## src/rtl/multi_debounce.sv

```systemverilog
// multi_debounce: parametrised multi-channel switch debouncer.
//
// Each raw switch input is optionally passed through a two-flop synchroniser.
// It is then qualified against the shared millisecond strobe m_tick. A level that
// differs from the current debounced level is accepted only after it has
// persisted for STABLE_TICKS consecutive ticks. Any cycle where the sample
// matches the debounced level again discards the progress made so far.
// Accepted changes produce one-cycle rise/fall pulses on the same edge that
// db_level changes.
//
// Optional feature macro: MULTI_DEBOUNCE_SYNC_EN
//   defined   - two-flop synchroniser per channel, reset to 0 (+2 cycles latency);
//               required when sw comes straight from board pins.
//   undefined - sw is used directly; only for inputs already synchronous to clk.
//
// Parameters:
//   CHANNELS     - number of independent switch channels (>= 1)
//   STABLE_TICKS - consecutive m_tick pulses a new level must persist (1..255)
// Ports:
//   clk        - system clock, rising edge
//   reset      - synchronous, active-high reset
//   sw         - raw switch levels, one per channel
//   m_tick     - one-clk strobe from the shared tick generator
//   db_level   - debounced level (registered)
//   rise_pulse - one-cycle pulse on an accepted 0->1 change (registered)
//   fall_pulse - one-cycle pulse on an accepted 1->0 change (registered)

module multi_debounce #(
  parameter int unsigned CHANNELS     = 4,
  parameter int unsigned STABLE_TICKS = 3
) (
  input  logic                clk,
  input  logic                reset,
  input  logic [CHANNELS-1:0] sw,
  input  logic                m_tick,
  output logic [CHANNELS-1:0] db_level,
  output logic [CHANNELS-1:0] rise_pulse,
  output logic [CHANNELS-1:0] fall_pulse
);

  localparam int unsigned CntW = $clog2(STABLE_TICKS + 1);
  // Terminal count: the tick seen at this count is the STABLE_TICKS-th one.
  localparam logic [CntW-1:0] CntMax = CntW'(STABLE_TICKS - 1);

  logic [CHANNELS-1:0] s;

`ifdef MULTI_DEBOUNCE_SYNC_EN
  logic [CHANNELS-1:0] sync1_q;
  logic [CHANNELS-1:0] sync2_q;

  always_ff @(posedge clk) begin
    if (reset) begin
      sync1_q <= '0;
      sync2_q <= '0;
    end else begin
      sync1_q <= sw;
      sync2_q <= sync1_q;
    end
  end

  assign s = sync2_q;
`else
  assign s = sw;
`endif

  logic [CHANNELS-1:0]           level_q, level_d;
  logic [CHANNELS-1:0]           rise_q, rise_d;
  logic [CHANNELS-1:0]           fall_q, fall_d;
  logic [CHANNELS-1:0][CntW-1:0] cnt_q, cnt_d;

  always_comb begin
    level_d = level_q;
    cnt_d   = cnt_q;
    rise_d  = '0;
    fall_d  = '0;
    for (int i = 0; i < int'(CHANNELS); i++) begin
      if (s[i] == level_q[i]) begin
        // Back at the current level: any partial qualification is discarded.
        cnt_d[i] = '0;
      end else if (m_tick) begin
        if (cnt_q[i] == CntMax) begin
          level_d[i] = s[i];
          cnt_d[i]   = '0;
          rise_d[i]  = s[i];
          fall_d[i]  = ~s[i];
        end else begin
          cnt_d[i] = cnt_q[i] + 1'b1;
        end
      end
    end
  end

  always_ff @(posedge clk) begin
    if (reset) begin
      level_q <= '0;
      rise_q  <= '0;
      fall_q  <= '0;
      cnt_q   <= '0;
    end else begin
      level_q <= level_d;
      rise_q  <= rise_d;
      fall_q  <= fall_d;
      cnt_q   <= cnt_d;
    end
  end

  assign db_level   = level_q;
  assign rise_pulse = rise_q;
  assign fall_pulse = fall_q;

endmodule

```

## config.mk

```make
export PLATFORM = sky130hd
export DESIGN_NAME = multi_debounce
export DESIGN_NICKNAME = d
export VERILOG_FILES = /design/src/rtl/multi_debounce.sv
export SDC_FILE = /design/constraint.sdc
export NUM_CORES = 1
export LEC_CHECK = 0
export ABC_AREA = 1
export CAP_MARGIN = 20
export CELL_PAD_IN_SITES_DETAIL_PLACEMENT = 0
export CELL_PAD_IN_SITES_GLOBAL_PLACEMENT = 1
export CORE_MARGIN = 2
export CORE_UTILIZATION = 34
export DETAILED_ROUTE_END_ITERATION = 7
export GPL_ROUTABILITY_DRIVEN = 0
export PLACE_DENSITY_LB_ADDON = 0.1
export SYNTH_ARGS = -nofsm -noshare
export SYNTH_HDL_FRONTEND = slang
export SYNTH_SLANG_ARGS = --single-unit
```

## constraint.sdc

```tcl
create_clock -name clk -period 1.1 [get_ports clk]
set_clock_uncertainty 0.2 [all_clocks]
set_input_delay 0.33 -clock clk [delete_from_list [all_inputs] [get_ports clk]]
set_output_delay 0.33 -clock clk [all_outputs]
set_load 0.02 [all_outputs]
```

==> metrics.cfg, run 1 <==
[grt]
global_route.usage.total_pct = 13.52
grt_antenna_before_repair = 0
number_of_global_route_vias_before_repair = 708
pin_count_of_the_biggest_net_entering_global_routing = 15
wire_length_of_the_first_global_routing_pass_mm = 2.870
grt_remaining_overflow = 0

[power]
static-leakage-power_nw = 0.6497
vdd_ir_drop_max_mv = 0.4501
p_total_mw = 1.347
power-per-cell-area_nw_per_um2 = 1044

[run]
maxCapViolCount = 0

[clock_network]
cts_max_path_buffers = 2
cts-htree-levels = 1
cts_buffers = 3
clk-insertion-delay-late_ns = 0.30
cts_num_sinks = 20
hold_buf_cts = 0
post_cts_buffers = 0
tritoncts = done
clk_root_buffer_cell = clkbuf_4
clk_transition_reported_paths_ns = 0.13

[placed_design]
port_buffers = 18
post-place-cells = 177
placed_area_um2 = 1130
hpwl_mm = 1.167

[worst_setup_path]
worstReg2RegEnd = cnt_q[6]$_SDFFE_PP0P_
r2r.worst_path.cells = 6
regToRegStartpoint = db_level[3]$_SDFFE_PP0P_
buf_inv_on_cp = 1
critical-path-top-delay-family = flip-flops
worst-endpoint-arrival_ns = 0.79
worst_path_max_delay_cell = dfxtp_2
end_kind = primary output
worst_setup_path_category = register to primary output
startpoint_type_of_the_worst_setup_path = register
timing.critical_path.slowest_cell_delay_ns = 0.37
worst_ep_required_time_ns = 0.57
path_cells = buf_6
worst_setup_path_endpoint = db_level[1]
startpoint = db_level[1]$_SDFFE_PP0P_
r2r_slack_ns = 0.01
critPathMaxFanout = 3
cp_num_cells = 1

[synth]
syn_nets = 131
ys.warnings.count = 0
fraction_of_synthesized_cell_area_taken_by_the_top_area_cell_type_pct = 45.20
synth.yosys.seq_area_share_pct = 45.20
top_cells_by_area_in_the_synthesized_netlist = dfxtp_1, inv_1, nor2_1
ys_ff_latch = 20
syn_area_um2 = 885.9
synth_cells = 124
avgSynthCellArea_um2 = 7.144
synth_cell_type_count = 11
synth_top_area_cell = dfxtp_1

[cells_and_area]
antennaDiodeCount = 0
post-route-cell-area_um2 = 1290
num-nets-final = 161
final-instance-count-excl-fill = 183
area.growth.synth_to_final_pct = 45.62
post_route_cells_drive_above_1_share_pct = 39.87

[die]
die_height_um = 55.05
die_width_um = 55.05
floorplan.rows = 18
core_um2 = 2477
start_util_pct = 35.76
die_area_um2 = 3030
pin_count = 19

[sta]
layout_setup_ws_ns = -0.2248
final-max-slew-violation-count = 0
hold_viol = 0
setup_viol = 12
fraction_of_the_cycle_the_final_worst_path_needs_pct = 120.4
post_route_minimum_period_ns = 1.325
slew-limit-headroom_pct = 82.39
tns_ns = -2.328
unrepaired_setup_endpoints_after_global_routing = yes
max_slew.worst_pin.slew_ns = 0.2642
fmax_ghz = 0.7548

[routing]
postRouteWirelength_mm = 1.854
detail_route.wirelength.met1_um = 836
count_of_vias_placed_by_the_detailed_router = 827
drc = 0
detailedRoute.firstIterationViolations = 9
detailroute.wirelength.met3_um = 75
post_drt_wl_per_cell_um = 10.13
detailroute.wirelength.met2_um = 929
drt-pass1-iter-count = 4
final_antenna_net_count = 0
via_per_inst = 4.519
top_layer_reached_by_signal_wires = met4

[worst_hold_path]
timing.hold.worst.class = input pin to register
hold_path_startpoint = sw[2]

[run_status]
outcome = finished, violations left
violations = setup timing

layout make-up:
class,count,area [um2]
Clock buffer,4,36.28
Multi-Input combinational cell,72,412.9
Inverter,29,113.9
Tap cell,30,37.54
Timing Repair Buffer,28,274.0
Sequential cell,20,415.4
Fill cell,254,1187
repair_timing:
item	in CTS	in global routing
endpoints found under the setup margin	32	22
gates resized for setup	102	20
cloned	1	1
pin swaps	1	0
metrics by stage:
step	setup WS (ns)	hold slack [ns]	utilization, %
after floorplan	0.01556	0.2791	-
after global placement	-0.5252	0.3275	45.61
after detailed placement	-0.5082	0.3174	45.61
after CTS	-0.2422	0.2288	49.85
after global routing	-0.2735	0.2458	52.07
final	-0.2248	0.2348	52.07
worst min-delay path by stage:
| stage | endpoint | slack (ns) | cells after the start |
|---|---|---|---|
| 5_1_grt | rise_pulse[2]$_SDFF_PP0_ | 0.25 | 3 |
| 4_1_cts | rise_pulse[2]$_SDFF_PP0_ | 0.23 | 3 |
| 3_3_place_gp | fall_pulse[0]$_SDFF_PP0_ | 0.33 | 2 |
| 6_report | rise_pulse[2]$_SDFF_PP0_ | 0.23 | 3 |
| 2_1_floorplan | rise_pulse[0]$_SDFF_PP0_ | 0.28 | 2 |
| 3_5_place_dp | rise_pulse[0]$_SDFF_PP0_ | 0.32 | 2 |
where the power goes:
| group | leakage (nW) | total [mW] | switching [mW] | internal [mW] |
|---|---|---|---|---|
| combinational | 0.461 | 0.164 | 0.0976 | 0.0666 |
| clock | 0.0210 | 0.441 | 0.240 | 0.202 |
| sequential | 0.168 | 0.741 | 0.00619 | 0.735 |
| total | 0.650 | 1.35 | 0.343 | 1.00 |
registers in the layout, summed over array words and instances (netlist names):
name,count
rise_pulse,4
cnt_q,8
db_level,4
fall_pulse,4
cell families (layout without fill, tap and decap cells):
family,after synthesis,after routing,share of synthesized area [%]
flip-flops,20,20,45.20
buffers and inverters,32,61,16.10
AND/OR/NAND/NOR,64,64,34.18
AO/OA/AOI/OAI,8,8,4.520
cells in the final DEF (no fill, tap or decap):
cell type,netlist,routed
a21oi_1,4,4
buf_4,0,5
buf_6,3,16
clkbuf_2,0,1
clkbuf_4,0,4
clkbuf_8,0,1
dfxtp_1,20,8
dfxtp_2,0,12
dlygate4sd2_1,0,5
inv_1,29,22
inv_2,0,5
inv_4,0,2
nand2_1,20,16
nand2_2,0,4
nand3_1,12,8
nand3_4,0,4
nand4_1,4,4
nand4_2,4,4
nor2_1,23,21
nor2_2,1,2
nor2_4,0,1
o21ai_1,4,4
routing by layer:
metal  vias up  GRT usage, %
li1        440             -
met1       369         17.02
met2        16         21.83
met3         2         2.419
met4         0         7.317
met5         -             0
synthesized netlist by cell type:
master	instances
a21oi_1	4
buf_6	3
dfxtp_1	20
inv_1	29
nand2_1	20
nand3_1	12
nand4_1	4
nand4_2	4
nor2_1	23
nor2_2	1
o21ai_1	4
Note: power is estimated with default switching activity, not from simulation.
==> run 2: changes to the inputs <==
--- a/config.mk
+++ b/config.mk
@@ -10,7 +10,8 @@
 export CELL_PAD_IN_SITES_DETAIL_PLACEMENT = 0
 export CELL_PAD_IN_SITES_GLOBAL_PLACEMENT = 1
 export CORE_MARGIN = 2
-export CORE_UTILIZATION = 34
+export CORE_UTILIZATION = 33
+export CTS_BUF_LIST = sky130_fd_sc_hd__clkbuf_4
 export DETAILED_ROUTE_END_ITERATION = 7
 export GPL_ROUTABILITY_DRIVEN = 0
 export PLACE_DENSITY_LB_ADDON = 0.1
==> constraint.sdc (replaced) <==
create_clock -name clk -period 1.2 [get_ports clk]
set_clock_uncertainty 0.2 [all_clocks]
set_input_delay 0.36 -clock clk [delete_from_list [all_inputs] [get_ports clk]]
set_output_delay 0.36 -clock clk [all_outputs]
set_load 0.02 [all_outputs]
==> metrics.cfg, run 2 (synthesized netlist as in run 1, its figures left out) <==
[run_status]
outcome = finished, violations left
violations = setup timing

[clock_network]
clk_root_buffer_cell = clkbuf_4
cts_max_path_buffers = 2  ; unchanged
cts_buffers = 3  ; unchanged
tritoncts = done
hold_buf_cts = 0  ; unchanged
cts-htree-levels = 1  ; unchanged
clk_transition_reported_paths_ns = 0.11  ; -0.02 ns
clk-insertion-delay-late_ns = 0.29  ; about the same
cts_num_sinks = 20  ; unchanged

[routing]
via_per_inst = 4.328  ; -4.2%
drc = 0  ; unchanged
detailedRoute.firstIterationViolations = 2  ; -7
final_antenna_net_count = 0  ; unchanged
drt-pass1-iter-count = 4  ; unchanged
post_drt_wl_per_cell_um = 9.544  ; -5.8%
postRouteWirelength_mm = 1.718  ; -7.3%
count_of_vias_placed_by_the_detailed_router = 779  ; -5.8%

[cells_and_area]
area.growth.synth_to_final_pct = 39.69
post_route_cells_drive_above_1_share_pct = 30.00  ; -9.9 points
layout.filler_cells = 260  ; +2.4%
max_flop_register = cnt_q
most_frequent_standard_cell_in_the_layout_excluding_fill_and_tap_cells = inv_1
antennaDiodeCount = 0  ; unchanged
largest_register_ffs = 8  ; unchanged
sequential_cell_area_um2 = 415.4  ; unchanged
final_cell_utilization_of_the_core_pct = 49.50  ; -2.6 points
multi_input_comb_area_um2 = 392.9  ; -4.8%
mostFrequentLayoutCells = inv_1, nor2_1, nand2_1
num-nets-final = 159  ; -1.2%

[worst_setup_path]
timing.critical_path.slowest_cell_delay_ns = 0.37  ; about the same
path_cells = buf_6
worst_ep_required_time_ns = 0.64  ; +0.07 ns
worstReg2RegEnd = cnt_q[4]$_SDFFE_PP0P_
buf_inv_on_cp = 1  ; unchanged
worst_path_max_delay_cell = dfxtp_2
r2r.worst_path.cells = 7  ; +1
r2r_slack_ns = 0.08  ; +0.07 ns
worst-endpoint-arrival_ns = 0.78  ; about the same
critical-path-top-delay-family = flip-flops
critPathMaxFanout = 3  ; unchanged
startpoint_type_of_the_worst_setup_path = register
regToRegStartpoint = db_level[2]$_SDFFE_PP0P_
end_kind = primary output
worst_setup_path_category = register to primary output

[sta]
slew-limit-headroom_pct = 87.26  ; +4.9 points
fmax_ghz = 0.7479
layout_setup_ws_ns = -0.1371  ; +0.08775 ns
final-max-slew-violation-count = 0  ; unchanged
fraction_of_the_cycle_the_final_worst_path_needs_pct = 111.4
hold_viol = 0  ; unchanged
unrepaired_setup_endpoints_after_global_routing = yes
max_slew.worst_pin.slew_ns = 0.1909  ; -0.07327 ns
post_route_minimum_period_ns = 1.337
setup_viol = 12  ; unchanged

[worst_hold_path]
hold_path_startpoint = sw[0]
timing.hold.worst.class = input pin to register
hold_path_end = rise_pulse[0]$_SDFF_PP0_
hold-path-cell-count = 3  ; unchanged

[power]
static-leakage-power_nw = 0.6388  ; -1.7%
power-per-cell-area_nw_per_um2 = 911.8  ; -13%
vdd_ir_drop_max_mv = 0.8705  ; +93%

[grt]
number_of_global_route_vias_before_repair = 671  ; -5.2%
pin_count_of_the_biggest_net_entering_global_routing = 15  ; unchanged
grt_antenna_before_repair = 0  ; unchanged
grt_remaining_overflow = 0  ; unchanged
wire_length_of_the_first_global_routing_pass_mm = 2.760  ; -3.8%
global_route.usage.total_pct = 11.41  ; -2.1 points

[die]
core_um2 = 2500  ; +0.91%
die_height_um = 55.81  ; +1.4%
floorplan.rows = 18  ; unchanged
start_util_pct = 35.44  ; -0.32 points
pin_count = 19  ; unchanged
die_width_um = 55.81  ; +1.4%
die_area_um2 = 3115  ; +2.8%

[run]
maxCapViolCount = 0  ; unchanged

[placed_design]
placement.setup.worst_slack_ns = -0.4398  ; +0.06843 ns
port_buffers = 18  ; unchanged
hpwl_mm = 1.188  ; +1.9%

## run 2: cell count changes in the layout (fill, tap and decap cells not counted), moves of 2 or more
cell / before / now
buf_4: 5 / 7
buf_6: 16 / 13
inv_1: 22 / 28
inv_2: 5 / 0
inv_4: 2 / 0
nand2_1: 16 / 20
nand2_2: 4 / 0
nor2_1: 21 / 23
## run 2: where the power goes
| group | internal [mW] | switching, mW |
|---|---|---|
| Combinational | 0.0549 | 0.0819 |
| Clock | 0.117 | 0.196 |
| Sequential | 0.673 | 0.00513 |
| Total | 0.845 | 0.283 |
## run 2: stage by stage
step | hold WS [ns] | std cells | area [um2] | power, mW | TNS [ns]
finish | 0.2770 | 180 | 1237 | 1.128 | -1.303
global placement | 0.3289 | 176 | 1122 | 0.8159 | -11.17
CTS | 0.2645 | 180 | 1200 | 1.144 | -1.546
floorplan | 0.2986 | 124 | 885.9 | 0.7758 | 0
detailed placement | 0.3266 | 176 | 1122 | 0.8173 | -11.04
global route | 0.2727 | 180 | 1237 | 1.203 | -1.887
## run 2: worst max-delay path by stage
stage	start	to	slack, ns	cells after the start
6_report	db_level[1]$_SDFFE_PP0P_	db_level[1]	-0.14	1
5_1_grt	db_level[1]$_SDFFE_PP0P_	db_level[1]	-0.20	1
4_1_cts	db_level[1]$_SDFFE_PP0P_	db_level[1]	-0.16	1
3_5_place_dp	reset	cnt_q[2]$_SDFFE_PP0P_	-0.44	6
3_3_place_gp	reset	fall_pulse[3]$_SDFF_PP0_	-0.47	4
2_1_floorplan	m_tick	db_level[0]$_SDFFE_PP0P_	0.09	5
## run 2: routing by layer
layer | vias to the layer above | part of all wire, % | GRT usage (%)
li1 | 430 | - | -
met1 | 335 | 49 | 13.98
met2 | 12 | 45 | 17.52
met3 | 2 | 4.7 | 5.349
met4 | 0 | 1.0 | 4.082
met5 | - | 0 | 0
## run 2: what timing repair did
| item | CTS | global route |
|---|---|---|
| buffers inserted | 0 | 0 |
| gates cloned | 1 | 0 |
| pin swaps | 0 | 0 |
| setup endpoints to repair | 32 | 21 |
| resized for setup | 96 | 7 |
| endpoints found under the hold margin | 0 | 0 |
## run 2: layout make-up
type / count / share of cell area (%)
Multi-Input combinational cell: 72 / 31.75
Tap cell: 30 / 3.033
Inverter: 29 / 9.201
Sequential cell: 20 / 33.57
Clock buffer: 3 / 1.820
Timing Repair Buffer: 26 / 20.63
==> run 3: changes to the inputs <==
--- a/config.mk
+++ b/config.mk
@@ -12,9 +12,11 @@
 export CORE_MARGIN = 2
 export CORE_UTILIZATION = 33
 export CTS_BUF_LIST = sky130_fd_sc_hd__clkbuf_4
+export CTS_CLUSTER_DIAMETER = 60
 export DETAILED_ROUTE_END_ITERATION = 7
 export GPL_ROUTABILITY_DRIVEN = 0
 export PLACE_DENSITY_LB_ADDON = 0.1
+export SKIP_CTS_REPAIR_TIMING = 1
 export SYNTH_ARGS = -nofsm -noshare
 export SYNTH_HDL_FRONTEND = slang
 export SYNTH_SLANG_ARGS = --single-unit
==> metrics.cfg, run 3 (synthesized netlist as in run 1, its figures left out) <==
[grt]
global_route.peak_usage_layer = met2
number_of_global_route_vias_before_repair = 657  ; -2.1%
grt_remaining_overflow = 0  ; unchanged
global_route.usage.total_pct = 11.02  ; -0.39 points
global_route_track_usage_on_met2_pct = 16.67  ; -0.85 points
globalRouteMet3Util_pct = 5.349  ; unchanged
pin_count_of_the_biggest_net_entering_global_routing = 15  ; unchanged
wire_length_of_the_first_global_routing_pass_mm = 2.656  ; -3.8%
use_met1_pct = 13.55  ; -0.43 points
grt_antenna_before_repair = 0  ; unchanged

[power]
power.share.switching_pct = 24.51  ; -0.60 points
seqPwrFrac_pct = 60.6  ; +0.5 points
p_total_mw = 1.120  ; -0.76%
static-leakage-power_nw = 0.6658  ; +4.2%
internal_power_mw = 0.8453  ; about the same
combPwrFrac_pct = 11.7  ; -0.4 points
clkPwrFrac_pct = 27.8  ; about the same
switching_power_mw = 0.2744  ; -3.1%
vdd_ir_drop_max_mv = 0.8640  ; -0.74%
power-per-cell-area_nw_per_um2 = 917.0  ; +0.57%

[cells_and_area]
mostFrequentLayoutCells = inv_1, nor2_1, nand2_1
largest_register_ffs = 8  ; unchanged
sequential_cell_area_um2 = 415.4  ; unchanged
post-route-cell-area_um2 = 1221  ; -1.3%
num-nets-final = 159  ; unchanged
final-instance-count-excl-fill = 180  ; unchanged
antennaDiodeCount = 0  ; unchanged
multi_input_comb_area_um2 = 362.8  ; -7.6%
max_flop_register = cnt_q
area.growth.synth_to_final_pct = 37.85
most_frequent_standard_cell_in_the_layout_excluding_fill_and_tap_cells = inv_1
post_route_cells_drive_above_1_share_pct = 30.00  ; unchanged
layout.filler_cells = 253  ; -2.7%
final_cell_utilization_of_the_core_pct = 48.85  ; -0.65 points

[worst_setup_path]
worst_path_max_delay_cell = dfxtp_2
worstReg2RegEnd = cnt_q[4]$_SDFFE_PP0P_
end_kind = primary output
worst_ep_required_time_ns = 0.64  ; about the same
path_cells = buf_6
r2r_slack_ns = 0.10  ; +0.02 ns
r2r.worst_path.cells = 7  ; unchanged
worst-endpoint-arrival_ns = 0.77  ; about the same
timing.critical_path.slowest_cell_delay_ns = 0.36  ; about the same
worst_setup_path_category = register to primary output
critical-path-top-delay-family = flip-flops
regToRegStartpoint = db_level[2]$_SDFFE_PP0P_
startpoint_type_of_the_worst_setup_path = register
buf_inv_on_cp = 1  ; unchanged
critPathMaxFanout = 3  ; unchanged

[placed_design]
post-place-cells = 176  ; unchanged
hpwl_mm = 1.188  ; unchanged
port_buffers = 18  ; unchanged
placed_area_um2 = 1122  ; unchanged

[sta]
finalHoldWorstSlack_ns = 0.1657  ; -0.1113 ns
post_route_minimum_period_ns = 1.333  ; -0.004202 ns
setup_viol = 12  ; unchanged
fmax_ghz = 0.7503  ; +0.32%
slew-limit-headroom_pct = 87.32  ; about the same
hold_viol = 0  ; unchanged
unrepaired_setup_endpoints_after_global_routing = yes
layout_setup_ws_ns = -0.1329  ; +0.004202 ns
max_slew.worst_pin.slew_ns = 0.1899  ; -0.0009677 ns
final-max-slew-violation-count = 0  ; unchanged
fraction_of_the_cycle_the_final_worst_path_needs_pct = 111.1  ; -0.35 points

[worst_hold_path]
hold_path_startpoint = sw[0]
hold-path-cell-count = 3  ; unchanged
timing.hold.worst.class = input pin to register
hold_path_end = rise_pulse[0]$_SDFF_PP0_

[routing]
via_per_inst = 4.333  ; +0.13%
count_of_vias_placed_by_the_detailed_router = 780  ; +0.13%
detailedRoute.firstIterationViolations = 2  ; unchanged
postRouteWirelength_mm = 1.658  ; -3.5%
post_drt_wl_per_cell_um = 9.211  ; -3.5%
drc = 0  ; unchanged
final_antenna_net_count = 0  ; unchanged
drt-pass1-iter-count = 4  ; unchanged

[die]
die_area_um2 = 3115  ; unchanged
start_util_pct = 35.44  ; unchanged
pin_count = 19  ; unchanged
core_um2 = 2500  ; unchanged
floorplan.rows = 18  ; unchanged
die_height_um = 55.81  ; unchanged
die_width_um = 55.81  ; unchanged

[clock_network]
cts-htree-levels = 1  ; unchanged
clk_root_buffer_cell = clkbuf_4
cts_num_sinks = 20  ; unchanged
tritoncts = done
clk-insertion-delay-late_ns = 0.29  ; about the same
clk_transition_reported_paths_ns = 0.11  ; about the same
cts_buffers = 3  ; unchanged
cts_max_path_buffers = 2  ; unchanged

[run_status]
outcome = finished, violations left
violations = setup timing

[run]
maxCapViolCount = 0  ; unchanged

-- run 3: cell types whose count changed in the layout (fill, tap and decap cells not counted), moves of 4 or more --
cell	change
nand3_4	-4
dlygate4sd2_1	-5
dlymetal6s2s_1	+4
nand3_2	+4
-- run 3: per-layer routing --
| layer | vias to the layer above | share of wire (%) |
|---|---|---|
| met5 | - | 0 |
| met4 | 0 | 1.1 |
| met1 | 333 | 50 |
| met3 | 2 | 5.2 |
| met2 | 12 | 43 |
| li1 | 433 | - |
-- run 3: worst max path at each step --
| stage | start | to | slack (ns) | cells after the start |
|---|---|---|---|---|
| floorplan | m_tick | db_level[0]$_SDFFE_PP0P_ | 0.09 | 5 |
| global placement | reset | fall_pulse[3]$_SDFF_PP0_ | -0.47 | 4 |
| detailed placement | reset | cnt_q[2]$_SDFFE_PP0P_ | -0.44 | 6 |
| CTS | db_level[1]$_SDFFE_PP0P_ | db_level[1] | -0.68 | 1 |
| global route | db_level[1]$_SDFFE_PP0P_ | db_level[1] | -0.20 | 1 |
| finish | db_level[1]$_SDFFE_PP0P_ | db_level[1] | -0.13 | 1 |
-- run 3: final cells by class --
| class | count | area share (%) |
|---|---|---|
| multi-input cells | 72 | 29.71 |
| flip-flops and latches | 20 | 34.02 |
| clock buffers | 3 | 1.844 |
| well taps | 30 | 3.074 |
| inverters | 29 | 9.119 |
| repair buffers | 26 | 22.23 |
-- run 3: power groups by stage --
| stage | clock network (mW) | logic (mW) | registers (mW) |
|---|---|---|---|
| floorplan | 0 | 0.0813 | 0.695 |
| global placement | 0 | 0.123 | 0.693 |
| detailed placement | 0 | 0.124 | 0.694 |
| CTS | 0.338 | 0.124 | 0.679 |
| global route | 0.370 | 0.148 | 0.680 |
| finish | 0.311 | 0.131 | 0.678 |
-- run 3: through the flow --
step	TNS (ns)	setup slack, ns
4_1_cts	-8.754	-0.6760
3_3_place_gp	-11.17	-0.4678
5_1_grt	-1.897	-0.1961
3_5_place_dp	-11.04	-0.4398
2_1_floorplan	0	0.08556
6_report	-1.290	-0.1329
